--- src/rtl/layer_sequencer_pkg.sv ---
// Shared definitions for the layer sequencer: the FSM state encoding.
package layer_sequencer_pkg;

    typedef enum logic [1:0] {
        ST_IDLE  = 2'd0,
        ST_ISSUE = 2'd1,
        ST_WAIT  = 2'd2,
        ST_DONE  = 2'd3
    } state_e;

endpackage

--- src/rtl/layer_sequencer.sv ---
// Issues layer numbers 0..LAYER_MAX for each accepted sample, waiting for each
// layer's completion before the next one, then reports sample completion.
module layer_sequencer
    import layer_sequencer_pkg::*;
#(
    parameter int LAYER_ADDR_WIDTH = 1,
    parameter int LAYER_MAX        = 0,
    parameter int SAMPLE_CNT_WIDTH = 16
) (
    input  logic                        clk,
    input  logic                        rst,
    input  logic                        start_valid,
    output logic                        start_ready,
    output logic [LAYER_ADDR_WIDTH-1:0] layer_number,
    output logic                        layer_number_valid,
    input  logic                        layer_number_ready,
    input  logic                        layer_done_valid,
    output logic                        layer_done_ready,
    output logic                        sample_done_valid,
    input  logic                        sample_done_ready,
    output logic                        busy,
    output logic [SAMPLE_CNT_WIDTH-1:0] sample_count
);

    localparam logic [LAYER_ADDR_WIDTH-1:0] LAST_LAYER = LAYER_ADDR_WIDTH'(LAYER_MAX);

    state_e                      state_q, state_d;
    logic [LAYER_ADDR_WIDTH-1:0] layer_cnt_q, layer_cnt_d;
    logic [SAMPLE_CNT_WIDTH-1:0] sample_count_q, sample_count_d;

    logic start_ready_q;
    logic layer_number_valid_q;
    logic layer_done_ready_q;
    logic sample_done_valid_q;
    logic busy_q;

    // Each state's ready/valid output is high exactly in that state, so a
    // transfer in a given state reduces to the matching input being high.
    always_comb begin
        // NOTE: every variable gets a default first so no path can infer a latch.
        state_d        = state_q;
        layer_cnt_d    = layer_cnt_q;
        sample_count_d = sample_count_q;
        case (state_q)
            ST_IDLE: begin
                if (start_valid) begin
                    layer_cnt_d = '0;
                    state_d     = ST_ISSUE;
                end
            end
            ST_ISSUE: begin
                if (layer_number_ready) state_d = ST_WAIT;
            end
            ST_WAIT: begin
                if (layer_done_valid) begin
                    if (layer_cnt_q == LAST_LAYER) begin
                        state_d = ST_DONE;
                    end else begin
                        layer_cnt_d = layer_cnt_q + LAYER_ADDR_WIDTH'(1);
                        state_d     = ST_ISSUE;
                    end
                end
            end
            ST_DONE: begin
                if (sample_done_ready) begin
                    sample_count_d = sample_count_q + SAMPLE_CNT_WIDTH'(1);
                    state_d        = ST_IDLE;
                end
            end
            default: state_d = ST_IDLE;
        endcase
    end

    // Output flags are registered from the next state so they always match
    // state_q while staying free of any input-to-output path.
    always_ff @(posedge clk) begin
        // NOTE: sequential state uses non-blocking assignments only.
        if (rst) begin
            state_q              <= ST_IDLE;
            layer_cnt_q          <= '0;
            sample_count_q       <= '0;
            start_ready_q        <= 1'b1;
            layer_number_valid_q <= 1'b0;
            layer_done_ready_q   <= 1'b0;
            sample_done_valid_q  <= 1'b0;
            busy_q               <= 1'b0;
        end else begin
            state_q              <= state_d;
            layer_cnt_q          <= layer_cnt_d;
            sample_count_q       <= sample_count_d;
            start_ready_q        <= (state_d == ST_IDLE);
            layer_number_valid_q <= (state_d == ST_ISSUE);
            layer_done_ready_q   <= (state_d == ST_WAIT);
            sample_done_valid_q  <= (state_d == ST_DONE);
            busy_q               <= (state_d != ST_IDLE);
        end
    end

    assign start_ready        = start_ready_q;
    assign layer_number       = layer_cnt_q;
    assign layer_number_valid = layer_number_valid_q;
    assign layer_done_ready   = layer_done_ready_q;
    assign sample_done_valid  = sample_done_valid_q;
    assign busy               = busy_q;
    assign sample_count       = sample_count_q;

endmodule

--- config.mk ---
export PLATFORM = sky130hd
export DESIGN_NAME = layer_sequencer
export DESIGN_NICKNAME = d
export VERILOG_FILES = /design/src/rtl/layer_sequencer_pkg.sv /design/src/rtl/layer_sequencer.sv
export SDC_FILE = /design/constraint.sdc
export NUM_CORES = 1
export LEC_CHECK = 0
export ABC_AREA = 1
export CORE_UTILIZATION = 55
export DETAILED_ROUTE_END_ITERATION = 8
export DONT_BUFFER_PORTS = 1
export GPL_TIMING_DRIVEN = 0
export HOLD_SLACK_MARGIN = 0.06
export PLACE_DENSITY = 0.7
export SYNTH_ARGS = -nofsm -noshare
export SYNTH_HDL_FRONTEND = slang
export SYNTH_SLANG_ARGS = --single-unit
--- constraint.sdc ---
create_clock -name clk -period 1.4 [get_ports clk]
set_input_delay 0.14 -clock clk [delete_from_list [all_inputs] [get_ports clk]]
set_output_delay 0.14 -clock clk [all_outputs]
set_load 0.005 [all_outputs]
; Yosys cells after proc, flatten, opt, wreduce, memory -nomap -nowiden
; Index checks and enable logic that the tools add are counted.
[totals]
regBits = 24
latchBits = 0
mem_bits_rw = 0
romBits = 0
elab_cells = 34
memories = 0
[classes]
addsub = 2
mul = 0
n_div = 0
n_lt_le_gt_ge = 0
eq_ne = 8
shift = 0
mux = 10
n_bitwise = 0
n_reduce_logical = 6
[ops]
columns = cell, n
row1 = 16-bit by 1-bit adder with 16-bit output (second input constant), 1
row2 = 2-bit two-way mux, 5
row3 = 2-bit == test (second input constant), 4
row4 = 2-bit case mux with 4 select lines, 1
row5 = 2-bit by 1-bit == test with 1-bit output (second input constant), 2
row6 = 2-bit zero test, 2
row7 = 2-bit != test (second input constant), 2
row8 = 2-bit nonzero test, 2
row9 = 1-bit two-way mux, 3
row10 = 3-bit AND reduction, 1
row11 = 1-bit case mux with 2 select lines, 1
row12 = 2-bit AND reduction, 1
row13 = 1-bit adder (second input constant), 1

; Longest topological paths before layout
[logic_depth]
ltp_word = 4
mapped_depth = 8
mapped_depth_nobuf = 8

; Least setup slack after synthesis
; OpenSTA, ideal clock, no wires.
[synth_timing]
path_kind = register to register
from = register sample_count_q[1] (netlist: sample_count[1])
to = register sample_count_q[12] (netlist: sample_count[12])
setup_time_ns = 0.113
arrival_ns = 1.049
required_time_ns = 1.287
path_slack_ns = 0.238
stages_incl_launch_ff = 7
synth_period_minus_slack_ns = 1.162
cell_sequence = dfxtp_1 -> ha_1 -> inv_1 -> nor3_4 -> nand3_1 -> nor2_1 -> nor2_1
[synth_between]
elab_chain_cells = 1
[synth_rtl]
columns = element, line
row1 = from (decl), layer_sequencer.sv:29  ; logic [SAMPLE_CNT_WIDTH-1:0] sample_count_q, sample_count_d;
row2 = from (signal assigned), layer_sequencer.sv:90  ; sample_count_q <= sample_count_d;
row3 = 16-bit by 1-bit adder with 16-bit output, layer_sequencer.sv:66  ; sample_count_d = sample_count_q + SAMPLE_CNT_WIDTH'(1);
; No other way between the ends.
; A chain may end at the register's enable or synchronous reset.

; Final worst setup path
; Ends and elaborated chain as after synthesis.

==> results.json <==
{
  "syn_area_um2": 1126,
  "fin_tns_setup_ps": 0,
  "finalSetupViolCount": 0,
  "clock.fmax_mhz": 770.3,
  "cts.sinks": 23,
  "cts_buffers": 3,
  "min_period_ps": 1298,
  "worstPathArrival_ps": 1530,
  "leakagePower_nw": 0.4746,
  "status": "finished clean",
  "grt_pass1_vias": 805,
  "p_comb_frac": 0.063,
  "cp-end-kind": "register",
  "insertion_delay_ps": 320,
  "grt_max_degree": 15,
  "drcViolationCount": 0,
  "swShare": 0.2473,
  "p_int_mw": 0.8135,
  "dieArea_um2": 2233,
  "yosys-top-cells-area": "dfxtp_1, nand2_1, nor2_1",
  "drive_above_1_share": 0.1879,
  "first_iter_violations": 21,
  "io_buffer_count": 0,
  "wl_mm": 2.195,
  "fillers": 209,
  "clock_power_share": 0.292,
  "p_per_area_nw_per_um2": 879.7,
  "die_y_um": 47.25,
  "synth_top_area_share": 0.4089,
  "place_hpwl_mm": 1.637,
  "power.switching_mw": 0.2673,
  "cts_setup_buffers": 0,
  "peakVddDrop_v": 0.0006984,
  "maxSlewViolCount": 0,
  "grt_usage": 0.2193,
  "ctsRootBufferMaster": "clkbuf_4",
  "yosys-top-cells-count": "nand2_1, nor2_1, dfxtp_1",
  "ys_types": 26,
  "async_reset_ff_frac": 0,
  "syn_nets": 165,
  "antenna_cells": 0,
  "yosysTopAreaCell": "dfxtp_1",
  "drtPass1Iterations": 5,
  "start_util": 0.5799,
  "synth-seq-cells": 23,
  "startpoint_type": "register",
  "coreArea_um2": 1942,
  "tritoncts": "built",
  "grt_overflow_total": 0,
  "hold_viol": 0,
  "antenna_found_initial": 0,
  "nets": 173,
  "synth.avg_cell_area_um2": 7.127,
  "io-pin-count": 28,
  "required_ps": 1630,
  "yosysSeqAreaShare": 0.4089,
  "rsz0062_at_grt": "no",
  "seq_power_share": 0.644,
  "die_x_um": 47.25,
  "netlist_instances": 158,
  "hp-class": "in -> reg",
  "wl_per_cell_um": 11.43,
  "path_class": "reg -> reg",
  "ant_nets": 0,
  "worst-path-max-fanout": 5,
  "skew_ps": 3.394,
  "htree_levels": 1,
  "place_congestion": 0.7940,
  "ys.flop_type": "dfxtp_1",
  "core.rowCount": 16,
  "grt_pass1_wl_mm": 3.387,
  "clk_path_buf_depth": 2,
  "ys_warn_count": 0,
  "max-cap-violations": 0,
  "vias_per_cell": 5.010,
  "finalCritPeriodShare": 0.9272,
  "fin_util": 0.6327,
  "yosysMostFrequentCell": "nand2_1",
  "synth_edf_count": 0,
  "num_vias": 962,
  "clkTransAtPathRegs_ps": 130,
  "syn_to_final_growth_pct": 9.111
}
-- power groups by stage --
stage,clock (mW),sequential (mW),combinational [mW]
2_1_floorplan,0,0.707,0.0481
3_3_place_gp,0,0.709,0.0562
3_5_place_dp,0,0.710,0.0584
4_1_cts,0.325,0.695,0.0656
5_1_grt,0.349,0.700,0.0798
6_report,0.316,0.696,0.0686
-- flip-flops by register name, indices dropped and copies added (netlist names) --
| signal | count |
|---|---|
| busy | 1 |
| start_ready | 1 |
| sample_done_valid | 1 |
| state_q | 2 |
| layer_number_valid | 1 |
| sample_count | 16 |
| layer_done_ready | 1 |
-- worst paths after layout --
check,end,slack [ps],cells after the start,startpoint
worst max register to register,sample_count[12]$_SDFFE_PP0P_,100,6,sample_count[1]$_SDFFE_PP0P_
worst min-delay path,sample_count[1]$_SDFFE_PP0P_,90,4,sample_done_ready
worst max-delay path,sample_count[12]$_SDFFE_PP0P_,100,6,sample_count[1]$_SDFFE_PP0P_
worst min register to register,sample_count[1]$_SDFFE_PP0P_,510,2,sample_count[1]$_SDFFE_PP0P_
-- per-layer routing --
layer | routed length, um | GRT usage | part of all wire | vias to the layer above
met2 | 988 | 0.2986 | 0.45 | 18
met3 | 102 | 0.06538 | 0.046 | 4
met5 | 0 | 0 | 0 | -
met1 | 1075 | 0.3125 | 0.49 | 434
met4 | 28 | 0.1029 | 0.013 | 0
li1 | - | - | - | 506
-- cells by family after synthesis --
group                    share of synthesized area
flip-flops                                  0.4089
AND/OR/NAND/NOR                             0.3833
adder cells (fa/ha/maj)                    0.01111
AO/OA/AOI/OAI                               0.1089
other                                     0.003330
buffers and inverters                      0.08444
-- worst max-delay path: stages (launching register included) --
cell and delay (ps):
dfxtp_2 390, ha_1 150, inv_1 90, nor3_4 260
nand3_1 160, nor2_1 120, nor2_1 50
-- timing repair --
| action | CTS | global route |
|---|---|---|
| hold endpoints to repair | 10 | 1 |
| endpoints found under the setup margin | 0 | 5 |
| resized for setup | 0 | 7 |
| hold buffers | 2 | 1 |
-- metrics by stage --
stage | hold WS, ps | instance area [um2] | cells | setup WS (ps) | power, mW
final | 93.79 | 1229 | 192 | 101.9 | 1.081
after global routing | 91.46 | 1229 | 192 | 8.333 | 1.129
after CTS | 63.27 | 1210 | 191 | 34.42 | 1.086
after detailed placement | 211.9 | 1160 | 185 | 47.90 | 0.7683
after global placement | 210.9 | 1160 | 185 | 74.96 | 0.7648
after floorplan | 209.1 | 1126 | 158 | 237.7 | 0.7547
-- cell usage in the layout, fill, tap and decap left out, types with 3 or more instances in the layout --
master and instances:
nand2_1 37, nor2_1 25, inv_1 21, dfxtp_1 16, nand3_1 9, a21oi_1 9, dfxtp_2 7, nor2_2 6
o21ai_1 4, nand2_2 3, nor2_4 3, clkbuf_4 3, dlygate4sd3_1 3
-- layout make-up --
class | count | area (um2) | share of cell area
Buffer | 2 | 12.51 | 0.01018
Sequential cell | 23 | 469.2 | 0.3819
Clock inverter | 1 | 7.507 | 0.006110
Tap cell | 27 | 33.78 | 0.02749
Inverter | 22 | 82.58 | 0.06721
Clock buffer | 3 | 22.52 | 0.01833
Timing Repair Buffer | 3 | 30.03 | 0.02444
Multi-Input combinational cell | 111 | 570.5 | 0.4644
(Power assumes the default switching activity.)
